`src/rtl/irqctrl_prio_pkg.sv`:
```
// irqctrl_prio shared definitions: register offsets, SRCCFG fields,
// claim response codes and the per-slot flag bundle.
package irqctrl_prio_pkg;

    localparam int REG_DSTEN  = 0;
    localparam int REG_SRCSEL = 1;
    localparam int REG_SRCCFG = 2;
    localparam int REG_IPI    = 3;
    localparam int REG_CLAIM  = 4;

    localparam int CFG_EN   = 0;
    localparam int CFG_EDGE = 1;
    localparam int CFG_PRIO = 2;

    localparam int RSP_IPI  = -1;
    localparam int RSP_IDLE = -2;

    typedef struct packed {
        logic vld;
        logic clm;
        logic ipi;
    } slot_flags_t;

    function automatic int idxw(input int n);
        return (n > 1) ? $clog2(n) : 1;
    endfunction

endpackage

```
`src/rtl/irqctrl_prio_arb.sv`:
```
// Combinational arbiter: highest priority requester wins,
// lowest index breaks ties.
module irqctrl_prio_arb #(
    parameter int N  = 8,
    parameter int PW = 2,
    parameter int IW = 3
) (
    input  logic [N-1:0]    req_i,
    input  logic [N*PW-1:0] prio_i,
    output logic [IW-1:0]   idx_o,
    output logic            vld_o
);

    logic [PW-1:0] best;

    always_comb begin
        vld_o = 1'b0;
        idx_o = '0;
        best  = '0;
        for (int i = 0; i < N; i++) begin
            if (req_i[i] && (!vld_o || prio_i[i*PW +: PW] > best)) begin
                vld_o = 1'b1;
                idx_o = IW'(i);
                best  = prio_i[i*PW +: PW];
            end
        end
    end

endmodule

```
`src/rtl/irqctrl_prio.sv`:
```
// Prioritised multi-dispatch interrupt controller: one dispatch slot
// per destination, register-mapped configuration and claim/complete.
module irqctrl_prio
    import irqctrl_prio_pkg::*;
#(
    parameter int ARCHBITSZ   = 32,
    parameter int IRQSRCCOUNT = 8,
    parameter int IRQDSTCOUNT = 2,
    parameter int PRIOBITSZ   = 2,
    localparam int ADDRBITSZ  = ARCHBITSZ - $clog2(ARCHBITSZ/8)
) (
    input  logic                   clk_i,
    input  logic                   rst_ni,
    input  logic                   wb_cyc_i,
    input  logic                   wb_stb_i,
    input  logic                   wb_we_i,
    input  logic [ADDRBITSZ-1:0]   wb_addr_i,
    input  logic [ARCHBITSZ/8-1:0] wb_sel_i,
    input  logic [ARCHBITSZ-1:0]   wb_dat_i,
    output logic                   wb_bsy_o,
    output logic                   wb_ack_o,
    output logic [ARCHBITSZ-1:0]   wb_dat_o,
    output logic [ARCHBITSZ-1:0]   wb_mapsz_o,
    output logic [IRQDSTCOUNT-1:0] irq_dst_stb_o,
    input  logic [IRQDSTCOUNT-1:0] irq_dst_rdy_i,
    input  logic [IRQDSTCOUNT-1:0] irq_dst_pri_i,
    input  logic [IRQSRCCOUNT-1:0] irq_src_stb_i,
    output logic [IRQSRCCOUNT-1:0] irq_src_rdy_o
);

    localparam int S     = IRQSRCCOUNT;
    localparam int D     = IRQDSTCOUNT;
    localparam int PW    = PRIOBITSZ;
    localparam int ABITS = $clog2(4 + D);
    localparam int SW    = idxw(S);
    localparam int DW    = idxw(D);

    logic             req, wr, rd;
    logic [ABITS-1:0] off;
    logic             unused_ok;

    logic                 ack_q, ack_d;
    logic [ARCHBITSZ-1:0] dat_q, dat_d;
    logic [D-1:0]         dsten_q, dsten_d;
    logic [SW-1:0]        srcsel_q, srcsel_d;
    logic [S-1:0]         en_q, en_d;
    logic [S-1:0]         edge_q, edge_d;
    logic [S*PW-1:0]      prio_q, prio_d;
    logic [S-1:0]         stbp_q, stbp_d;
    logic [S-1:0]         latch_q, latch_d;
    logic [D-1:0]         ipipend_q, ipipend_d;
    slot_flags_t          slot_q [D];
    slot_flags_t          slot_d [D];
    logic [SW-1:0]        sidx_q [D];
    logic [SW-1:0]        sidx_d [D];

    logic [S-1:0]         inflight, latch_eff, pending;
    logic [D-1:0]         free, dst_req;
    logic [SW-1:0]        src_idx;
    logic                 src_vld;
    logic [DW-1:0]        dst_idx;
    logic                 dst_vld;
    logic [DW-1:0]        ipi_idx;
    logic                 ipi_vld;
    logic [ARCHBITSZ-1:0] cfg_rd;

    assign req = wb_cyc_i & wb_stb_i;
    assign wr  = req & wb_we_i;
    assign rd  = req & ~wb_we_i;
    assign off = wb_addr_i[ABITS-1:0];

    assign unused_ok = ^{wb_sel_i, wb_addr_i[ADDRBITSZ-1:ABITS]};

    always_comb begin
        inflight = '0;
        ipi_vld  = 1'b0;
        ipi_idx  = '0;
        for (int d = 0; d < D; d++) begin
            free[d] = ~slot_q[d].vld;
            for (int s = 0; s < S; s++) begin
                if (slot_q[d].vld && !slot_q[d].ipi && sidx_q[d] == SW'(s))
                    inflight[s] = 1'b1;
            end
        end
        for (int d = D - 1; d >= 0; d--) begin
            if (ipipend_q[d] && free[d]) begin
                ipi_vld = 1'b1;
                ipi_idx = DW'(d);
            end
        end
    end

    // A rising edge seen this cycle counts as latched, so edge sources
    // dispatch with the same one-cycle latency as level sources.
    assign latch_eff = latch_q | (irq_src_stb_i & ~stbp_q);
    assign pending   = en_q & ~inflight &
                       ((edge_q & latch_eff) | (~edge_q & irq_src_stb_i));
    assign dst_req   = free & dsten_q & irq_dst_rdy_i;

    irqctrl_prio_arb #(
        .N (S),
        .PW(PW),
        .IW(SW)
    ) u_src_arb (
        .req_i (pending),
        .prio_i(prio_q),
        .idx_o (src_idx),
        .vld_o (src_vld)
    );

    irqctrl_prio_arb #(
        .N (D),
        .PW(1),
        .IW(DW)
    ) u_dst_arb (
        .req_i (dst_req),
        .prio_i(irq_dst_pri_i),
        .idx_o (dst_idx),
        .vld_o (dst_vld)
    );

    always_comb begin
        cfg_rd = '0;
        for (int s = 0; s < S; s++) begin
            if (srcsel_q == SW'(s)) begin
                cfg_rd[CFG_EN]          = en_q[s];
                cfg_rd[CFG_EDGE]        = edge_q[s];
                cfg_rd[CFG_PRIO +: PW]  = prio_q[s*PW +: PW];
                cfg_rd[ARCHBITSZ-1]     = pending[s];
            end
        end
    end

    always_comb begin
        ack_d     = req;
        dat_d     = '0;
        dsten_d   = dsten_q;
        srcsel_d  = srcsel_q;
        en_d      = en_q;
        edge_d    = edge_q;
        prio_d    = prio_q;
        stbp_d    = irq_src_stb_i;
        latch_d   = latch_eff;
        ipipend_d = ipipend_q;
        slot_d    = slot_q;
        sidx_d    = sidx_q;

        if (ipi_vld) begin
            for (int d = 0; d < D; d++) begin
                if (ipi_idx == DW'(d)) begin
                    slot_d[d]    = '{vld: 1'b1, clm: 1'b0, ipi: 1'b1};
                    ipipend_d[d] = 1'b0;
                end
            end
        end else if (src_vld && dst_vld) begin
            for (int d = 0; d < D; d++) begin
                if (dst_idx == DW'(d)) begin
                    slot_d[d] = '{vld: 1'b1, clm: 1'b0, ipi: 1'b0};
                    sidx_d[d] = src_idx;
                end
            end
            for (int s = 0; s < S; s++) begin
                if (src_idx == SW'(s))
                    latch_d[s] = 1'b0;
            end
        end

        if (wr) begin
            case (off)
                ABITS'(REG_DSTEN): dsten_d = wb_dat_i[D-1:0];
                ABITS'(REG_SRCSEL): begin
                    if (wb_dat_i < ARCHBITSZ'(S))
                        srcsel_d = wb_dat_i[SW-1:0];
                end
                ABITS'(REG_SRCCFG): begin
                    for (int s = 0; s < S; s++) begin
                        if (srcsel_q == SW'(s)) begin
                            en_d[s]             = wb_dat_i[CFG_EN];
                            edge_d[s]           = wb_dat_i[CFG_EDGE];
                            prio_d[s*PW +: PW]  = wb_dat_i[CFG_PRIO +: PW];
                        end
                    end
                end
                ABITS'(REG_IPI): begin
                    for (int d = 0; d < D; d++) begin
                        if (wb_dat_i == ARCHBITSZ'(d))
                            ipipend_d[d] = 1'b1;
                    end
                end
                default: begin
                    for (int d = 0; d < D; d++) begin
                        if (off == ABITS'(REG_CLAIM + d) && slot_q[d].vld)
                            slot_d[d] = '0;
                    end
                end
            endcase
        end

        if (rd) begin
            case (off)
                ABITS'(REG_DSTEN):  dat_d = ARCHBITSZ'(dsten_q);
                ABITS'(REG_SRCSEL): dat_d = ARCHBITSZ'(srcsel_q);
                ABITS'(REG_SRCCFG): dat_d = cfg_rd;
                ABITS'(REG_IPI):    dat_d = ARCHBITSZ'(ipipend_q);
                default: begin
                    for (int d = 0; d < D; d++) begin
                        if (off == ABITS'(REG_CLAIM + d)) begin
                            if (slot_q[d].vld && !slot_q[d].clm) begin
                                dat_d         = slot_q[d].ipi ?
                                                ARCHBITSZ'(RSP_IPI) :
                                                ARCHBITSZ'(sidx_q[d]);
                                slot_d[d].clm = 1'b1;
                            end else begin
                                dat_d = ARCHBITSZ'(RSP_IDLE);
                            end
                        end
                    end
                end
            endcase
        end
    end

    always_ff @(posedge clk_i or negedge rst_ni) begin
        if (!rst_ni) begin
            ack_q     <= 1'b0;
            dat_q     <= '0;
            dsten_q   <= '0;
            srcsel_q  <= '0;
            en_q      <= '0;
            edge_q    <= '0;
            prio_q    <= '0;
            stbp_q    <= '0;
            latch_q   <= '0;
            ipipend_q <= '0;
            slot_q    <= '{default: '0};
            sidx_q    <= '{default: '0};
        end else begin
            ack_q     <= ack_d;
            dat_q     <= dat_d;
            dsten_q   <= dsten_d;
            srcsel_q  <= srcsel_d;
            en_q      <= en_d;
            edge_q    <= edge_d;
            prio_q    <= prio_d;
            stbp_q    <= stbp_d;
            latch_q   <= latch_d;
            ipipend_q <= ipipend_d;
            slot_q    <= slot_d;
            sidx_q    <= sidx_d;
        end
    end

    always_comb begin
        for (int d = 0; d < D; d++)
            irq_dst_stb_o[d] = slot_q[d].vld & ~slot_q[d].clm;
    end

    assign irq_src_rdy_o = ~inflight;
    assign wb_bsy_o      = 1'b0;
    assign wb_ack_o      = ack_q;
    assign wb_dat_o      = dat_q;
    assign wb_mapsz_o    = ARCHBITSZ'((1 << ABITS) * (ARCHBITSZ / 8));

endmodule
```
`config.mk`:
```
export PLATFORM = sky130hd
export DESIGN_NAME = irqctrl_prio
export DESIGN_NICKNAME = d
export VERILOG_FILES = /design/src/rtl/irqctrl_prio_pkg.sv /design/src/rtl/irqctrl_prio_arb.sv /design/src/rtl/irqctrl_prio.sv
export SDC_FILE = /design/constraint.sdc
export NUM_CORES = 1
export LEC_CHECK = 0
export BUFFER_PORTS_ARGS = -buffer_cell sky130_fd_sc_hd__buf_2
export CORE_UTILIZATION = 47
export CTS_CLUSTER_DIAMETER = 150
export DETAILED_ROUTE_END_ITERATION = 16
export PLACE_DENSITY = 0.73
export SYNTH_ARGS = -nofsm -noshare
export SYNTH_HDL_FRONTEND = slang
export SYNTH_SLANG_ARGS = --single-unit
```
`constraint.sdc`:
```
create_clock -name clk_i -period 9.3 [get_ports clk_i]
set_input_delay 2.79 -clock clk_i [delete_from_list [all_inputs] [get_ports clk_i]]
set_output_delay 2.79 -clock clk_i [all_outputs]
set_load 0.01 [all_outputs]
```
==> metrics, run 1 <==
outcome finished with violations; failing checks setup timing; final instance area 0.006540 mm2; post-synth top area cell dfrtp_1; crit path time final 10.91 ns; Core Area 0.01042 mm2; part of the cycle the worst path needs 117.3%; Top delay family on crit path compound AO/OA/AOI/OAI gates; Hold Crit Class reg2reg; Highest Clock Rate 91.63 MHz; relative slew slack 35.37%; FP Rows 37; share of post-route cells with drive strength above 1 41.76%; Max VDD drop 0.09715 mV; iteration count of the initial detailed-routing pass 7; Final GP Congestion 0.9259; most common flop cell mapped by yosys dfrtp_1; total global routing overflow 0; number of global-route vias before repair 4,687; GRT Util Overall 28.22%; die width 106.2 um; clock skew 0.01095 ns; largest net degree at the start of global routing 75; mapped cell area 0.005100 mm2; Starting Density 48.96%; Crit Path Max Fanout 5; most common cell after layout, fill and taps aside buf_2; hold_ws 0.4946 ns; crit start category input port; Cells on Worst Hold Path 1; Pwr per Cell Area 132.3 mW/mm2; initial antenna violation count 0; FFs w/ async S/R, synth 100.0%; Multi-input gate area 0.003098 mm2; Clock Tree Root clkbuf_8; final net count 796; Via density 5.855; # diodes 0; reg2reg end latch_q[5]; Synth Register Bits 74; number of setup violations in the final report 14; Slew Viols, Final 0; min-delay src latch_q[7]; Final Routed Wirelength 16,000 um; full die area 0.01127 mm2; area delta synth->final 28.24%; PortBufs 94; global-route wire length before repair 24,380 um; Ports 159; cell with the largest stage delay on the worst path a221o_1; total power 0.8654 mW; Residual DRC 0; Worst Max-Slew Pin Slew 0.9695 ns; Crit path buffers/inverters 6; Max-cap violations 0; CTS max path bufs 2; R2R depth 52; CTS clk-pin slew, worst paths 0.08 ns; Worst EP arrival 11.19 ns; post-synth cell types 71; Post-DP Area 0.005827 mm2; EDFF count, synth 0; Vias 4,918; ANT nets after route 0; hold endpoint latch_q[7]; slack of the critical path -1.613 ns; post-synth top area share 36.31%; Detailed Place HPWL 11,200 um; Register-to-Register Setup Slack -0.23 ns; clk sinks 74; Die Height 106.2 um; CP endpoint kind flip-flop; Fin. Hold Viols 0; Filler Cells Inserted 857; Ys Warns 0; DR iter-0 viols 436; mean post-synth cell area 9.172 um2; r2r startpoint sidx_q[4]; Area contributors post-synth dfrtp_1 (36%), buf_4 (8.7%), mux2_2 (7.7%); Required @ worst endpoint 9.58 ns; LEAKAGE 3.060 nW; DP Worst Slack -2.088 ns; Synth Instances 556; Num CTS Buffers 9; max incr delay on CP 0.39 ns; RSZ-0062 raised after global routing yes; routed len/inst 19.05 um; most frequent cells in the layout buf_2 (92), buf_4 (78), dfrtp_1 (74); CTS tree done; Seq/Total Area, Yosys 36.31%; htree depth 3; worst skew pair latency 0.36 ns; Worst Path Class, Setup in2reg; post-layout util 62.79%; Storage cell area 0.001852 mm2
timing repair:
action	in CTS	in global routing
hold buffers	0	0
resized for setup	24	29
cloned	0	0
setup buffers	25	9
pin swaps	24	32
endpoints found under the setup margin	14	14
layout make-up:
cell class | instances | share of cell area, %
Timing Repair Buffer | 173 | 16.57
Clock buffer | 11 | 2.009
Tap cell | 136 | 2.602
Inverter | 33 | 1.932
Clock inverter | 5 | 1.205
Sequential cell | 74 | 28.31
Multi-Input combinational cell | 408 | 47.37
layer usage:
| metal | part of all wire, % | track usage, % | vias up |
|---|---|---|---|
| met4 | 3.3 | 10.62 | 0 |
| met3 | 7.7 | 5.089 | 46 |
| met5 | 0 | 0 | - |
| li1 | - | - | 2207 |
| met1 | 40 | 36.01 | 2420 |
| met2 | 49 | 47.50 | 245 |
through the flow:
stage | std cells | TNS, ns
global placement | 790 | -24.43
finish | 840 | -21.57
floorplan | 587 | -18.08
global route | 840 | -27.01
detailed placement | 790 | -28.24
CTS | 831 | -18.15
power by group:
part	internal (mW)	switching [mW]	leakage (nW)	total [mW]
clock	0.151	0.130	0.107	0.281
sequential	0.339	0.0184	0.923	0.358
combinational	0.101	0.125	2.03	0.227
how the worst max path moves through the flow:
stage / slack (ns) / to / depth (start not counted) / startpoint
6_report: -1.61 / latch_q[5] / 52 / irq_src_stb_i[0]
5_1_grt: -1.99 / latch_q[1] / 55 / irq_src_stb_i[0]
4_1_cts: -1.36 / latch_q[0] / 49 / irq_src_stb_i[0]
3_5_place_dp: -2.09 / latch_q[0] / 50 / irq_src_stb_i[0]
3_3_place_gp: -1.84 / latch_q[0] / 49 / irq_src_stb_i[0]
2_1_floorplan: -1.39 / sidx_q[1] / 44 / irq_src_stb_i[0]
Yosys cell counts, drive strengths merged (7+ instances only):
library cell,count
nor4,7
and3,8
nor3,8
nand2,44
a21oi,27
and2,13
a21boi,7
o21ai,40
nand3,10
inv,32
dfrtp,74
clkbuf,8
nor2,34
mux2,35
mux2i,10
a31oi,9
ha,14
nor2b,12
buf,64
kinds of logic after synthesis:
| family | count (synthesis) | synth area share [%] |
|---|---|---|
| adders and majority gates | 14 | 3.435 |
| AOI/OAI and AO/OA | 140 | 18.65 |
| DFF | 74 | 36.31 |
| and+or+nand+nor | 173 | 18.30 |
| muxes | 48 | 11.02 |
| other | 2 | 0.1473 |
| buffers and inverters | 105 | 12.14 |
flip-flops by register name, summed over array words and instances, names as in the netlist:
| name | flops |
|---|---|
| latch_q | 8 |
| srcsel_q | 3 |
| slot_q | 6 |
| edge_q | 8 |
| wb_ack_o | 1 |
| dsten_q | 2 |
| wb_dat_o | 6 |
| sidx_q | 6 |
| ipipend_q | 2 |
| prio_q | 16 |
| stbp_q | 8 |
| en_q | 8 |
No activity file was read; power rests on OpenSTA's default activity.
==> inputs of run 2 (changes only) <==
--- a/config.mk
+++ b/config.mk
@@ -9,7 +9,8 @@
 export CORE_UTILIZATION = 47
 export CTS_CLUSTER_DIAMETER = 150
 export DETAILED_ROUTE_END_ITERATION = 16
-export PLACE_DENSITY = 0.73
+export PLACE_DENSITY = 0.74
 export SYNTH_ARGS = -nofsm -noshare
 export SYNTH_HDL_FRONTEND = slang
+export SYNTH_HIERARCHICAL = 1
 export SYNTH_SLANG_ARGS = --single-unit
==> metrics, run 2 <==
hold buffer count at CTS 0; CTS max path bufs 2; most frequent cells in the layout buf_2 (92), dfrtp_1 (74), buf_4 (47); Highest Clock Rate 95.88 MHz; FFs w/ async S/R, synth 100.0%; CTS tree done; crit path time final 10.43 ns; Synth Instances 527; Synth Register Bits 74; Hold Crit Class reg2reg; Vias 4,427; Detailed Place HPWL 9692 um; Clock Tree Root clkbuf_8; worst skew pair latency 0.36 ns; LEAKAGE 2.936 nW; Required @ worst endpoint 9.54 ns; CTS clk-pin slew, worst paths 0.07 ns; full die area 0.01105 mm2; Ys Warns 6; mapped cell area 0.004999 mm2; cell with the largest stage delay on the worst path mux2_4; # diodes 0; Worst Max-Slew Pin Slew 0.9601 ns; Pwr per Cell Area 134.5 mW/mm2; Post-DP Area 0.005648 mm2; ANT nets after route 0; CP endpoint kind flip-flop; post-synth cell types 78; FP Rows 37; relative slew slack 35.99%; Die Height 105.1 um; die width 105.1 um; share of post-route cells with drive strength above 1 42.34%; htree depth 3; Worst Path Class, Setup in2reg; initial antenna violation count 0; GRT Util Overall 24.16%; Worst EP arrival 10.67 ns; largest net degree at the start of global routing 75; max reg flops 16; post-synth top area share 37.05%; Max VDD drop 0.1504 mV; RSZ-0062 raised after global routing yes; most common cell after layout, fill and taps aside buf_2; Ports 159; Crit Path Max Fanout 6; Residual DRC 0; area delta synth->final 23.23%; DR iter-0 viols 300; mean post-synth cell area 9.485 um2; most common flop cell mapped by yosys dfrtp_1; max incr delay on CP 0.34 ns; EDFF count, synth 0; Final GP Congestion 0.8804; post-synth top area cell dfrtp_1; Largest Register prio_q; final instance area 0.006160 mm2; slack of the critical path -1.129 ns; iteration count of the initial detailed-routing pass 5; Num CTS Buffers 9; Final Routed Wirelength 12,950 um; number of setup violations in the final report 14; crit start category input port; part of the cycle the worst path needs 112.1%; Area contributors post-synth dfrtp_1 (37%), mux2_2 (11%), buf_4 (9.2%); most common cell in the synthesized netlist dfrtp_1; final net count 729; Max-cap violations 0; outcome finished with violations; total global routing overflow 0; Fin. Hold Viols 0; routed len/inst 16.68 um; clock skew 0.008192 ns; Via density 5.705; PortBufs 94; Slew Viols, Final 0; total power 0.8284 mW; failing checks setup timing; Multi-input gate area 0.002934 mm2; number of global-route vias before repair 4,226; Seq/Total Area, Yosys 37.05%; clk sinks 74; Filler Cells Inserted 884; Storage cell area 0.001852 mm2; Core Area 0.01032 mm2; global-route wire length before repair 20,980 um; Synth top cells by count dfrtp_1 (74), buf_4 (61), mux2_2 (50); Starting Density 48.42%
[run 2: changes by cell type after synthesis, moves of 8 or more]
cell,delta
mux2i_1,-8
mux2_2,+15
nand2b_1,+8
inv_1,-8
o21ai_0,-21
[run 2: kinds of logic after synthesis]
kind of cell / Yosys count / synth area share [%]
and+or+nand+nor: 164 / 17.95
AOI/OAI and AO/OA: 122 / 17.32
buffers and inverters: 100 / 12.39
DFF: 74 / 37.05
muxes: 55 / 12.64
adders and majority gates: 10 / 2.503
other: 2 / 0.1502
[run 2: path summary, 6_finish.rpt]
check / start / end / slack, ns / cells after the start
worst max-delay path: irq_src_stb_i[0] / sidx_q[4] / -1.13 / 49
worst min-delay path: latch_q[1] / latch_q[1] / 0.53 / 2
worst max register to register: slot_q[3] / sidx_q[4] / 0.45 / 49
max in group asynchronous: rst_ni / edge_q[5] / 6.13 / 1
worst min register to register: latch_q[1] / latch_q[1] / 0.53 / 2
min in group asynchronous: rst_ni / slot_q[4] / 2.55 / 1
[run 2: metal layers]
layer | track usage, % | part of all wire, % | vias to the layer above
li1 | - | - | 2044
met1 | 31.65 | 44 | 2169
met2 | 39.83 | 49 | 187
met3 | 2.932 | 4.7 | 27
met4 | 11.37 | 2.6 | 0
met5 | 0 | 0 | -
[run 2: metrics by stage]
| stage | std cells | util (%) | setup WS, ns | setup TNS (ns) | hold slack (ns) |
|---|---|---|---|---|---|
| 2_1_floorplan | 558 | - | -1.458 | -19.77 | 0.4633 |
| 3_3_place_gp | 744 | 54.71 | -1.579 | -21.07 | 0.5065 |
| 3_5_place_dp | 744 | 54.71 | -1.753 | -23.48 | 0.5205 |
| 4_1_cts | 772 | 58.88 | -1.097 | -14.49 | 0.5305 |
| 5_1_grt | 776 | 59.67 | -1.573 | -21.32 | 0.5466 |
| 6_report | 776 | 59.67 | -1.129 | -14.97 | 0.5328 |
[run 2: what timing repair did]
action,CTS,global route
pin swaps,15,15
setup endpoints to repair,14,14
gates resized for setup,18,11
endpoints found under the hold margin,0,0
setup buffers,13,4
[run 2: area by class of cell]
| type | count | share of cell area [%] |
|---|---|---|
| repair buffers | 143 | 13.93 |
| well taps | 136 | 2.763 |
| clock inverters | 5 | 2.072 |
| inverters | 24 | 1.463 |
| multi-input cells | 384 | 47.63 |
| flip-flops and latches | 74 | 30.06 |
| clock buffers | 10 | 2.072 |
[run 2: critical path, delay by kind of cell]
kind | cells | cell delay [ns]
AOI/OAI and AO/OA | 24 | 3.59
muxes | 3 | 0.96
buffers and inverters | 2 | 0.24
adders and majority gates | 7 | 1.78
and+or+nand+nor | 13 | 1.29
[run 2: power breakdown]
group	total (mW)	internal [mW]	switching, mW
sequential	0.359	0.339	0.0202
combinational	0.145	0.0650	0.0796
clock	0.324	0.204	0.120
